## src/rtl/fetch_mem_arbiter.sv

```systemverilog
// Shares one single-port, variable-latency memory between instruction fetch and data access; data has priority.
// Define FETCH_ARB_STARVE_GUARD_EN to force a fetch grant after STARVE_LIMIT consecutive data grants.
module fetch_mem_arbiter #(
  parameter int ADDR_W       = 32,
  parameter int DATA_W       = 32,
  parameter int STARVE_LIMIT = 4
) (
  input  logic              clk,
  input  logic              rst,
  input  logic              if_req,
  input  logic [ADDR_W-1:0] if_addr,
  output logic [DATA_W-1:0] if_rdata,
  output logic              if_valid,
  output logic              if_stall,
  input  logic              d_rd,
  input  logic              d_wr,
  input  logic [ADDR_W-1:0] d_addr,
  input  logic [DATA_W-1:0] d_wdata,
  output logic [DATA_W-1:0] d_rdata,
  output logic              d_valid,
  output logic              d_stall,
  output logic              mem_req,
  output logic              mem_we,
  output logic [ADDR_W-1:0] mem_addr,
  output logic [DATA_W-1:0] mem_wdata,
  input  logic [DATA_W-1:0] mem_rdata,
  input  logic              mem_ready
);

  typedef enum logic [1:0] {IDLE, D_ACC, I_ACC, RESP} state_t;

  state_t            state_q;
  logic              mem_req_q, mem_we_q, if_valid_q, d_valid_q;
  logic [ADDR_W-1:0] mem_addr_q;
  logic [DATA_W-1:0] mem_wdata_q, if_rdata_q, d_rdata_q;
  logic              d_pend, grant_d, grant_i;

`ifdef FETCH_ARB_STARVE_GUARD_EN
  localparam int SW = $clog2(STARVE_LIMIT + 1);
  localparam logic [SW-1:0] LIMIT = SW'(STARVE_LIMIT);
  logic [SW-1:0] starve_q, starve_d;
`else
  localparam int starve_limit_unused = STARVE_LIMIT;
`endif

  always_comb begin
    d_pend  = d_rd | d_wr;
    grant_d = d_pend;
    grant_i = ~d_pend & if_req;
`ifdef FETCH_ARB_STARVE_GUARD_EN
    // Fetch has waited through LIMIT data grants: it wins this round.
    if (if_req && starve_q == LIMIT) begin
      grant_d = 1'b0;
      grant_i = 1'b1;
    end
    starve_d = starve_q;
    if (state_q == IDLE) begin
      if (grant_i)
        starve_d = '0;
      else if (grant_d)
        starve_d = if_req ? starve_q + 1'b1 : '0;
    end
`endif
  end

`ifdef FETCH_ARB_STARVE_GUARD_EN
  always_ff @(posedge clk or negedge rst) begin
    if (!rst) starve_q <= '0;
    else      starve_q <= starve_d;
  end
`endif

  always_ff @(posedge clk or negedge rst) begin
    if (!rst) begin
      state_q     <= IDLE;
      mem_req_q   <= 1'b0;
      mem_we_q    <= 1'b0;
      mem_addr_q  <= '0;
      mem_wdata_q <= '0;
      if_valid_q  <= 1'b0;
      d_valid_q   <= 1'b0;
      if_rdata_q  <= '0;
      d_rdata_q   <= '0;
    end else begin
      if_valid_q <= 1'b0;
      d_valid_q  <= 1'b0;
      case (state_q)
        IDLE: begin
          if (grant_d) begin
            mem_req_q   <= 1'b1;
            mem_we_q    <= d_wr;
            mem_addr_q  <= d_addr;
            mem_wdata_q <= d_wdata;
            state_q     <= D_ACC;
          end else if (grant_i) begin
            mem_req_q  <= 1'b1;
            mem_we_q   <= 1'b0;
            mem_addr_q <= if_addr;
            state_q    <= I_ACC;
          end
        end
        D_ACC: begin
          if (mem_ready) begin
            mem_req_q <= 1'b0;
            mem_we_q  <= 1'b0;
            if (!mem_we_q) d_rdata_q <= mem_rdata;
            d_valid_q <= 1'b1;
            state_q   <= RESP;
          end
        end
        I_ACC: begin
          if (mem_ready) begin
            mem_req_q  <= 1'b0;
            if_rdata_q <= mem_rdata;
            if_valid_q <= 1'b1;
            state_q    <= RESP;
          end
        end
        default: state_q <= IDLE;
      endcase
    end
  end

  assign mem_req   = mem_req_q;
  assign mem_we    = mem_we_q;
  assign mem_addr  = mem_addr_q;
  assign mem_wdata = mem_wdata_q;
  assign if_rdata  = if_rdata_q;
  assign d_rdata   = d_rdata_q;
  assign if_valid  = if_valid_q;
  assign d_valid   = d_valid_q;
  assign if_stall  = if_req & ~if_valid_q;
  assign d_stall   = d_pend & ~d_valid_q;

endmodule

```

## config.mk

```make
export PLATFORM = sky130hd
export DESIGN_NAME = fetch_mem_arbiter
export DESIGN_NICKNAME = d
export VERILOG_FILES = /design/src/rtl/fetch_mem_arbiter.sv
export SDC_FILE = /design/constraint.sdc
export NUM_CORES = 1
export LEC_CHECK = 0
export ABC_AREA = 1
export BUFFER_PORTS_ARGS = -buffer_cell sky130_fd_sc_hd__buf_2
export CORE_MARGIN = 10
export CORE_UTILIZATION = 35
export CTS_BUF_LIST = sky130_fd_sc_hd__clkbuf_2
export DETAILED_ROUTE_END_ITERATION = 8
export SETUP_SLACK_MARGIN = 0.02
export SLEW_MARGIN = 5
export SYNTH_ARGS = -nofsm -noshare
export SYNTH_HDL_FRONTEND = slang
export SYNTH_SLANG_ARGS = --single-unit
```

## constraint.sdc

```tcl
create_clock -name clk -period 4.35 [get_ports clk]
set_clock_uncertainty 0.1 [all_clocks]
set_input_delay 0.435 -clock clk [delete_from_list [all_inputs] [get_ports clk]]
set_output_delay 0.435 -clock clk [all_outputs]
set_load 0.02 [all_outputs]
```

=== After elaboration in Yosys (flattened, before gate mapping) ===
Index checks and enable logic that the tools add are counted.

* Flip-flop bits (word level): 134
* Bits of input ports: 134
* Output and inout port bits: 134
* Word-level logic and storage cells: 50

* Eq/ne operators: 5
* Multiplexer cells: 16
* Bitwise operators: 8
* Reductions and logical operators: 12

{| class="wikitable"
|+ Operators with widths
! operator !! count
|-
| $mux 32 || 2
|-
| $reduce_and 3->1 || 3
|-
| $mux 1 || 8
|-
| $reduce_and 2->1 || 4
|-
| $mux 2 || 3
|-
| $reduce_bool 2->1 || 3
|-
| $not 1->1 || 4
|-
| $pmux 1 s2 || 2
|-
| $pmux 2 s2 || 1
|-
| $and 1x1->1 || 3
|-
| $ne 3x3->1 const B || 1
|-
| $eq 2x1->1 const B || 1
|-
| $eq 2x2->1 const B || 1
|-
| $logic_not 2->1 || 1
|-
| $ne 2x1->1 const B || 1
|-
| $ne 2x2->1 const B || 1
|-
| $reduce_or 2->1 || 1
|-
| $or 1x1->1 || 1
|}

=== Depth between registers and ports, before layout ===
Gate-level depths: netlist of the first run.

* Depth after elaboration: 6
* Depth in mapped cells: 8
* Depth with buffers taken out: 8

=== Least setup slack after synthesis of the first run ===
No wires, ideal clock.

* Path kind: in2out
* From: input d_wr
* To: output d_stall
* Stages: 4
* Buffers on the path: 2
* Arrival: 1098 ps
* Setup slack: 2717 ps
* Data required time: 3815 ps
* Cell sequence: buf_4 > nor2_8 > buf_2 > nor2_1

* Cells in the longest elaborated chain, start to end: 2

{| class="wikitable"
|+ RTL lines
! what !! line !! text
|-
| start, declared || 16 || <nowiki>input logic d_wr,</nowiki>
|-
| $or 1x1->1 || 47 || <nowiki>d_pend = d_rd | d_wr;</nowiki>
|-
| $and 1x1->1 || 133 || <nowiki>assign d_stall = d_pend & ~d_valid_q;</nowiki>
|-
| end, declared || 21 || <nowiki>output logic d_stall,</nowiki>
|}

No other way between the ends.

=== Final worst setup path of the first run ===
* From: register state_q[0]
* To: register mem_addr_q[15] (netlist: mem_addr[15])

* Cells in the longest elaborated chain, start to end: 2

{| class="wikitable"
|+ RTL lines
! what !! line !! text
|-
| start, declared || 32 || <nowiki>state_t state_q;</nowiki>
|-
| start signal, assigned || 75 || <nowiki>state_q <= IDLE;</nowiki>
|-
| start signal, assigned || 94 || <nowiki>state_q <= D_ACC;</nowiki>
|-
| start signal, assigned || 99 || <nowiki>state_q <= I_ACC;</nowiki>
|-
| $logic_not 2->1 || 87 || <nowiki>case (state_q)</nowiki>
|-
| $reduce_and 2->1 (no line) || - ||
|-
| end signal, assigned || 92 || <nowiki>mem_addr_q <= d_addr;</nowiki>
|-
| end signal, assigned || 98 || <nowiki>mem_addr_q <= if_addr;</nowiki>
|-
| end, declared || 34 || <nowiki>logic [ADDR_W-1:0] mem_addr_q;</nowiki>
|}

No other way between the ends.
A chain may end at the register's enable or synchronous reset.

==> results.md, run 1 <==
## Synthesis
* sky130_fd_sc_hd__nand2_1, sky130_fd_sc_hd__dfrtp_1, sky130_fd_sc_hd__o21ai_0 — cell types with the highest counts after synthesis
* 0.00567 mm^2 — Post-Synthesis Cell Area
* sky130_fd_sc_hd__dfrtp_1, sky130_fd_sc_hd__nand2_1, sky130_fd_sc_hd__o21ai_0 — Synth area leaders
* 8.53 um^2 — Mapped Avg Cell Area
* 804 — post-synthesis net count
* 100% — share of async-settable or async-resettable flops after synthesis
* sky130_fd_sc_hd__dfrtp_1 — Yosys top cell by area
* 665 — Mapped Cells
* 134 — synthesized flop and latch total
* 59.1% — portion of synthesized cell area occupied by the leading cell type
* sky130_fd_sc_hd__dfrtp_1 — Post-synth top flop
* sky130_fd_sc_hd__nand2_1 — most common cell in the synthesized netlist
* 59.1% — sequential element share of the synthesized area
* 0 — synth warn
* 17 — Synth cell types
* 0 — number of enable-type register cells in the synthesized netlist

## Floorplanning
* 268 — I/O Pins
* 147 um — die extent in x
* 0.0159 mm^2 — placeable core region
* 147 um — die span in y
* 35.7% — starting density of the core
* 0.0217 mm^2 — Die Area
* 46 — floorplan row count

## GRT
* 6.54% — met3 GRT Util
* 5903 — vias in the first global route
* 0 — overflow left after global routing
* 28.2% — global routing met2 resource utilization
* 29.9 mm — wire length of the first global-routing pass
* met2 — most used routing layer
* 110 — pin count of the biggest net entering global routing
* 19.2% — global-route track usage on met1
* 16.9% — overall global routing resource usage
* 0 — initial antenna violation count

## STA
* 2.23 ns — final critical delay including setup and external delays
* 0 — number of setup violations in the final report
* 0 — Hold Violations, Final
* no — setup repair after global routing missed its margin
* 0 — max-slew violations
* 1.03 ns — slew at the pin closest to its max-slew limit
* 2.12 ns — worst setup margin
* 31.2% — Max-Slew Margin vs Limit
* 0 ns — final total negative setup slack
* 51.4% — share of the clock period used by the worst path
* 447 MHz — Fmax achieved

## Route
* 4.41 — number of vias per cell
* 208 — Initial DRC Count
* 5632 — via count
* 18.5 mm — final routed wirelength across all metal layers
* 0 — number of nets with antenna violations after routing
* 14.5 um — post-DR wirelength/cell
* 4 — 1st-pass router iterations
* 0 — remaining design rule violation count

## Placed design
* 1.65 ns — post-placement setup slack
* 0.832 — final weighted congestion in routability-driven placement
* 12.4 mm — estimated wirelength of the detail-placed design
* 267 — count of buffers inserted at the top-level ports
* 1115 — placed instance count

## Clock network
* 0.65 ns — clock latency on the worst-skew pair
* 2 — Longest Clk Path Bufs
* 130 — CTS Hold Buffers Added
* 0.19 ns — clock-pin slew on the worst setup and hold paths
* 0 — post-CTS setup repair buffer count
* 134 — number of clock sinks seen by CTS
* 4 — depth of the CTS H-tree
* 0 — cells resized by post-CTS repair
* done — CTS tree
* sky130_fd_sc_hd__clkbuf_2 — clock root buffer
* 17 — number of CTS-inserted buffers

## Cells and area
* 0 — diode count
* 1187 — final-stage net count
* 29.1% — fraction of final layout cells sized beyond drive strength 1
* 1471 — FILL cells
* 53.1% — area grow syn2layout
* 1277 — fin cells

## Critical path
* 4.84 ns — critical path required time
* 2.73 ns — critical path arrival
* 47 — critical path peak fanout
* register — Critical Path Start Type
* register — nature of the critical path endpoint
* register to register — worst setup path category

## Power
* 647 mW/mm^2 — Pwr per Cell Area
* 338 uV — worst vdd ir
* 0.00482 uW — reported leakage power

## Job
* 0 — Max-Cap Viols

## Outcome
* completed — outcome

## Min path
* primary input to register — kind of path behind the tightest hold check

placed cells by master (no fill, tap or decap):
cell	count
sky130_fd_sc_hd__a21oi_4	1
sky130_fd_sc_hd__buf_2	266
sky130_fd_sc_hd__buf_4	4
sky130_fd_sc_hd__buf_6	1
sky130_fd_sc_hd__bufinv_16	4
sky130_fd_sc_hd__clkbuf_2	20
sky130_fd_sc_hd__clkinv_2	3
sky130_fd_sc_hd__clkinv_4	3
sky130_fd_sc_hd__clkinvlp_4	1
sky130_fd_sc_hd__dfrtp_1	134
sky130_fd_sc_hd__dlygate4sd3_1	130
sky130_fd_sc_hd__ha_1	5
sky130_fd_sc_hd__inv_1	74
sky130_fd_sc_hd__inv_2	1
sky130_fd_sc_hd__inv_6	1
sky130_fd_sc_hd__nand2_1	267
sky130_fd_sc_hd__nand2_2	1
sky130_fd_sc_hd__nand3_1	2
sky130_fd_sc_hd__nor2_1	6
sky130_fd_sc_hd__nor2_8	1
sky130_fd_sc_hd__o21ai_0	95
sky130_fd_sc_hd__o21ai_1	39
sky130_fd_sc_hd__o21ai_2	1
sky130_fd_sc_hd__or2_2	1
worst max-delay path: stages, from the launching register on:
cell                      delay [ns]
sky130_fd_sc_hd__dfrtp_1        0.45
sky130_fd_sc_hd__inv_1          0.11
sky130_fd_sc_hd__ha_1           0.18
sky130_fd_sc_hd__inv_1          0.07
sky130_fd_sc_hd__a21oi_4        0.75
sky130_fd_sc_hd__buf_4          0.35
sky130_fd_sc_hd__nand2_1        0.07
sky130_fd_sc_hd__o21ai_0        0.09
metal layers:
metal  share of wire (%)  up-vias
li1                    -     2814
met1                  41     2590
met2                  49      201
met3                 7.9       27
met4                 2.1        0
met5                   0        -
report_power, final:
part	internal (uW)	total, uW	switching [uW]
registers	1820	2120	301
clock network	386	851	465
logic	884	2640	1760
worst paths after layout:
kind	cells past startpoint	endpoint	startpoint	slack (ns)
max	7	mem_addr[15]	state_q[0]	2.12
min	6	mem_we	if_req	0.22
max reg2reg	7	mem_addr[15]	state_q[0]	2.12
min reg2reg	2	mem_wdata[25]	mem_wdata[25]	0.41
max in group asynchronous	3	if_rdata[31]	rst	2.84
min in group asynchronous	2	if_rdata[24]	rst	0.31
cells by family (layout without fill, tap and decap cells):
family                   after synthesis  count (layout)  synth area share [%]
AO/OA/AOI/OAI                        136             136                  12.3
adder cells (fa/ha/maj)                5               5                  1.10
buffers and inverters                112             508                  8.74
flip-flops                           134             134                  59.1
AND/OR/NAND/NOR                      278             278                  18.8
registers in the layout, indices dropped and copies added (netlist names):
register   cells
d_valid        1
state_q        2
if_rdata      32
d_rdata       32
mem_addr      32
mem_we         1
if_valid       1
mem_req        1
mem_wdata     32
per-stage QoR:
stage	hold slack (ns)	util, %	area [um^2]	total power (uW)
final	0.216	54.7	8680	5620
after global routing	0.126	54.7	8680	6100
after CTS	0.104	54.7	8680	5690
after detailed placement	0.361	44.7	7100	4720
after global placement	0.358	44.7	7100	4680
after floorplan	0.0394	-	5670	3780
final cells by class:
| cell class | instances | area, um^2 | area share (%) |
|---|---|---|---|
| flip-flops and latches | 134 | 3350 | 38.6 |
| repair buffers | 401 | 2670 | 30.8 |
| multi-input cells | 419 | 1830 | 21.0 |
| inverters | 75 | 282 | 3.24 |
| well taps | 216 | 270 | 3.11 |
| clock inverters | 12 | 178 | 2.05 |
| clock buffers | 20 | 100 | 1.15 |
(Power assumes the default switching activity.)
==> inputs of run 2 (changes only) <==
- PLACE_DENSITY: not set -> 0.66
- clock period: 4.35 -> 2 ns (I/O delays scaled with it)
==> run 2 against run 1 <==
Net effect: count of clock-buffer cells in the layout did not move; critical path type is now primary input to register; via count rose by 1.9%; wire length rose by 5.3%; die area did not move; hold slack got worse by 0.079 ns; flip-flop and latch count did not move.
==> results.md, run 2 (synthesized netlist as in run 1, its figures left out) <==
## Floorplanning
* 0.0159 mm^2 — placeable core region
* 0.0217 mm^2 — Die Area
* 147 um — die extent in x
* 35.7% — starting density of the core
* 147 um — die span in y
* 46 — floorplan row count
* 268 — I/O Pins

## GRT
* 2 — initial antenna violation count
* 65 — pin count of the biggest net entering global routing
* 30.9 mm — wire length of the first global-routing pass
* 0 — overflow left after global routing
* 17.6% — overall global routing resource usage
* 6056 — vias in the first global route

## STA
* 1.95 ns — final critical delay including setup and external delays
* 0 — max-slew violations
* 97.4% — share of the clock period used by the worst path
* 0 — number of setup violations in the final report
* 0 ns — final total negative setup slack
* no — setup repair after global routing missed its margin
* 0 — Hold Violations, Final
* 66.1% — Max-Slew Margin vs Limit
* 514 MHz — Fmax achieved
* 0.507 ns — slew at the pin closest to its max-slew limit

## Power
* 1400 mW/mm^2 — Pwr per Cell Area
* 797 uV — worst vdd ir
* 0.00491 uW — reported leakage power

## Critical path
* 0.29 ns — register-to-register path setup slack
* 32 — critical path peak fanout
* 2.47 ns — critical path required time
* 2.42 ns — critical path arrival
* buffers and inverters — cell type group with the largest total delay on the critical path
* primary input to register — worst setup path category
* sky130_fd_sc_hd__dlygate4sd3_1 — cell at the slowest stage of the critical path
* dlygate4sd3_1, buf_2, buf_4, o21ai_0, nand2_1, dlygate4sd3_1, nand2_1, o21ai_0 — list of cells traversed by the critical path
* 0.58 ns — largest incremental delay on the critical path
* 4 — WP buf/inv
* primary input — Critical Path Start Type
* register — nature of the critical path endpoint

## Cells and area
* 56.7% — area grow syn2layout
* sky130_fd_sc_hd__nand2_1, sky130_fd_sc_hd__buf_2, sky130_fd_sc_hd__dlygate4sd3_1 — leading cell types in the layout, fill and taps excluded
* 29.9% — fraction of final layout cells sized beyond drive strength 1
* 1199 — final-stage net count
* 0.00889 mm^2 — post-layout instance area
* sky130_fd_sc_hd__nand2_1 — commonest non-fill, non-tap cell in the layout

## Clock network
* 2 — Longest Clk Path Bufs
* 17 — number of CTS-inserted buffers
* 0.68 ns — clock latency on the worst-skew pair
* 134 — number of clock sinks seen by CTS
* 4 — depth of the CTS H-tree
* 0.21 ns — clock-pin slew on the worst setup and hold paths
* sky130_fd_sc_hd__clkbuf_2 — clock root buffer
* done — CTS tree

## Route
* 0 — remaining design rule violation count
* 5738 — via count
* 5 — 1st-pass router iterations
* 227 — Initial DRC Count
* 4.44 — number of vias per cell
* 15.1 um — post-DR wirelength/cell
* 0 — number of nets with antenna violations after routing
* 19.4 mm — final routed wirelength across all metal layers

## Placed design
* 12.9 mm — estimated wirelength of the detail-placed design
* 267 — count of buffers inserted at the top-level ports
* 0.807 — final weighted congestion in routability-driven placement
* 0.00723 mm^2 — total cell area at the placement stage

## Min path
* primary input to register — kind of path behind the tightest hold check

## Job
* 0 — Max-Cap Viols

## Outcome
* completed — outcome

==> run 2: worst paths after layout <==
check,startpoint,to,cells past startpoint
worst max-delay path,d_wr,mem_addr[14],8
worst min-delay path,d_wdata[8],mem_wdata[8],4
worst max register to register,state_q[1],d_rdata[0],7
worst min register to register,mem_wdata[14],mem_wdata[14],2
max in group asynchronous,rst,mem_wdata[30],4
min in group asynchronous,rst,d_rdata[18],3
==> run 2: final cells by class <==
class                      count  area (um^2)
clock buffer                  20          100
fill                        1449         7000
sequential                   134         3350
antenna                        2         5.00
inverter                      75          282
tap                          216          270
timing repair buffer         413         2850
multi-input combinational    419         1850
clock inverter                12          178
==> run 2: report_power, final <==
| part | leakage (uW) | internal, uW | switching [uW] |
|---|---|---|---|
| Sequential | 0.00167 | 3960 | 685 |
| Combinational | 0.00307 | 2050 | 3900 |
| Clock | 0.000170 | 842 | 1010 |
==> run 2: routing by layer <==
metal	global-route usage, %	share of wire, %	up-vias
li1	-	-	2842
met1	18.3	37	2606
met2	30.1	51	235
met3	7.25	7.9	55
met4	8.87	3.8	0
met5	0	0	-
==> run 2: repair_timing <==
action / in CTS / in global routing
hold buffers: 135 / 0
buffers inserted: 0 / 1
endpoints found under the setup margin: 0 / 1
resized for setup: 0 / 8
hold endpoints to repair: 268 / 0
==> run 2: through the flow <==
step	hold slack [ns]	power, uW	setup slack (ns)	util (%)	cells
floorplan	-0.196	8210	0.427	-	665
global placement	0.0819	10300	0.393	45.5	1122
detailed placement	0.0827	10400	0.312	45.5	1122
CTS	0.0322	12600	0.113	55.8	1289
global route	0.0333	13500	0.0707	56.0	1291
finish	0.136	12400	0.0526	56.0	1291
==> run 2: worst register-to-register path, stage by stage, from the launching register on <==
cell                      delay (ns)
sky130_fd_sc_hd__dfrtp_1        0.46
sky130_fd_sc_hd__inv_2          0.12
sky130_fd_sc_hd__ha_4           0.15
sky130_fd_sc_hd__nand2_1        0.08
sky130_fd_sc_hd__or2_2          0.31
sky130_fd_sc_hd__buf_12         0.19
sky130_fd_sc_hd__nand2_1        0.13
sky130_fd_sc_hd__o21ai_1        0.06
==> inputs of run 3 (changes only) <==
- CELL_PAD_IN_SITES_DETAIL_PLACEMENT: not set -> 1
- CELL_PAD_IN_SITES_GLOBAL_PLACEMENT: not set -> 2
- CORE_UTILIZATION: 35 -> 24
- PLACE_DENSITY: 0.66 -> not set
- PLACE_DENSITY_LB_ADDON: not set -> 0.1
==> run 3 against run 2 <==
Net effect: via count up 0.91%; fmax is 9.4% higher; cell area rose by 2.4%.
==> results.md, run 3 (synthesized netlist as in run 1, its figures left out) <==
## Outcome
* completed — outcome

## Placed design
* 15.5 mm — estimated wirelength of the detail-placed design
* 267 — count of buffers inserted at the top-level ports
* 1225 — placed instance count
* 0.00733 mm^2 — total cell area at the placement stage
* 0.278 ns — post-placement setup slack
* 0.750 — final weighted congestion in routability-driven placement

## STA
* no — setup repair after global routing missed its margin
* 1.78 ns — final critical delay including setup and external delays
* 0 — max-slew violations
* 0 ns — final total negative setup slack
* 0.220 ns — worst setup margin
* 58.7% — Max-Slew Margin vs Limit
* 0.619 ns — slew at the pin closest to its max-slew limit
* 0 — Hold Violations, Final
* 0 — number of setup violations in the final report
* 89.0% — share of the clock period used by the worst path
* 562 MHz — Fmax achieved

## Min path
* d_rd — hold path startpoint
* primary input to register — kind of path behind the tightest hold check

## Floorplanning
* 0.0302 mm^2 — Die Area
* 174 um — die extent in x
* 24.3% — starting density of the core
* 0.0233 mm^2 — placeable core region
* 268 — I/O Pins
* 174 um — die span in y
* 56 — floorplan row count

## Cells and area
* sky130_fd_sc_hd__nand2_1 — commonest non-fill, non-tap cell in the layout
* sky130_fd_sc_hd__nand2_1, sky130_fd_sc_hd__buf_2, sky130_fd_sc_hd__dlygate4sd3_1 — leading cell types in the layout, fill and taps excluded
* 60.6% — area grow syn2layout
* 29.1% — fraction of final layout cells sized beyond drive strength 1
* 1212 — final-stage net count
* 2845 — FILL cells
* 1406 — fin cells
* 0.00911 mm^2 — post-layout instance area

## GRT
* 35.7 mm — wire length of the first global-routing pass
* 14.6% — overall global routing resource usage
* 6601 — vias in the first global route
* 66 — pin count of the biggest net entering global routing
* 0 — overflow left after global routing
* 2 — initial antenna violation count

## Critical path
* 2.27 ns — critical path arrival
* primary input to register — worst setup path category
* 2.49 ns — critical path required time
* state_q[0] — RR Startpoint
* 1 — critical path peak fanout
* primary input — Critical Path Start Type
* if_addr[31] — critical path launch point
* register — nature of the critical path endpoint

## Clock network
* 0 — cells resized by post-CTS repair
* sky130_fd_sc_hd__clkbuf_2 — clock root buffer
* 0.24 ns — clock-pin slew on the worst setup and hold paths
* done — CTS tree
* 17 — number of CTS-inserted buffers
* 4 — depth of the CTS H-tree
* 2 — Longest Clk Path Bufs
* 134 — number of clock sinks seen by CTS
* 0.64 ns — clock latency on the worst-skew pair

## Route
* 234 — Initial DRC Count
* 4 — 1st-pass router iterations
* 22.1 mm — final routed wirelength across all metal layers
* 4.12 — number of vias per cell
* 5790 — via count
* 15.7 um — post-DR wirelength/cell
* 0 — number of nets with antenna violations after routing
* 0 — remaining design rule violation count

## Power
* 6830 uW — internal cell power
* 15.5% — power share of the clock group
* 45.9% — Sw Ratio
* 5790 uW — Sw Pwr
* 0.00492 uW — reported leakage power
* 460 uV — worst vdd ir
* 47.5% — Combinational Power Share
* 1380 mW/mm^2 — Pwr per Cell Area
* 37.0% — sequential share of power

## Job
* 0 — Max-Cap Viols

[run 3: cell count changes in the layout (fill, tap and decap cells not counted), sizes merged]
cell         delta
inv             +2
clkinv          -2
clkinvlp        +1
clkbuf          -2
dlygate4sd3    +13
[run 3: layer usage]
metal  part of all wire (%)  GRT usage (%)  vias up
met1                     42           16.4     2748
li1                       -              -     2864
met4                    1.5           3.88        0
met2                     49           25.0      159
met5                      0              0        -
met3                    7.7           5.82       19
[run 3: stage by stage]
step | utilization, % | hold slack [ns] | total power (uW)
3_5_place_dp | 31.4 | 0.143 | 10600
4_1_cts | 39.0 | 0.0219 | 12900
3_3_place_gp | 31.4 | 0.141 | 10400
5_1_grt | 39.0 | 0.0249 | 13800
2_1_floorplan | - | -0.196 | 8210
6_report | 39.0 | 0.0936 | 12600
[run 3: final timing paths]
check                                endpoint  cells after the start  slack (ns)
min in group asynchronous        mem_addr[11]                      3        0.50
worst min register to register     d_rdata[3]                      2        0.42
max in group asynchronous       mem_wdata[17]                      4        0.56
worst max register to register         mem_we                      7        0.23
worst min-delay path               state_q[0]                      6        0.09
worst max-delay path             mem_addr[31]                      8        0.22
[run 3: worst max-delay path, cell delays in order]
cell and delay, ns:
sky130_fd_sc_hd__dlygate4sd3_1 0.56, sky130_fd_sc_hd__buf_2 0.13, sky130_fd_sc_hd__nand2_1 0.06, sky130_fd_sc_hd__dlygate4sd3_1 0.56, sky130_fd_sc_hd__nand2_1 0.05, sky130_fd_sc_hd__dlygate4sd3_1 0.55
sky130_fd_sc_hd__nand2_1 0.08, sky130_fd_sc_hd__o21ai_0 0.09
[run 3: timing repair]
| item | 4_1_cts | 5_1_grt |
|---|---|---|
| hold endpoints to repair | 268 | 0 |
| hold buffers | 147 | 0 |
| setup endpoints to repair | 0 | 1 |
| setup buffers | 0 | 1 |
[run 3: final cells by class]
class,instances,area (um^2),area share [%]
timing repair buffer,426,2950,32.4
sequential,134,3350,36.8
antenna,2,5.00,0.0550
tap,319,399,4.38
clock inverter,13,198,2.17
multi-input combinational,419,1830,20.0
clock buffer,18,90.1,0.989
inverter,75,282,3.09
[run 3: power groups by stage]
stage	sequential, uW	combinational, uW	clock, uW
floorplan	6180	2030	0
global placement	4710	5710	0
detailed placement	4740	5870	0
CTS	4700	6120	2060
global route	4850	6730	2180
finish	4660	6000	1950
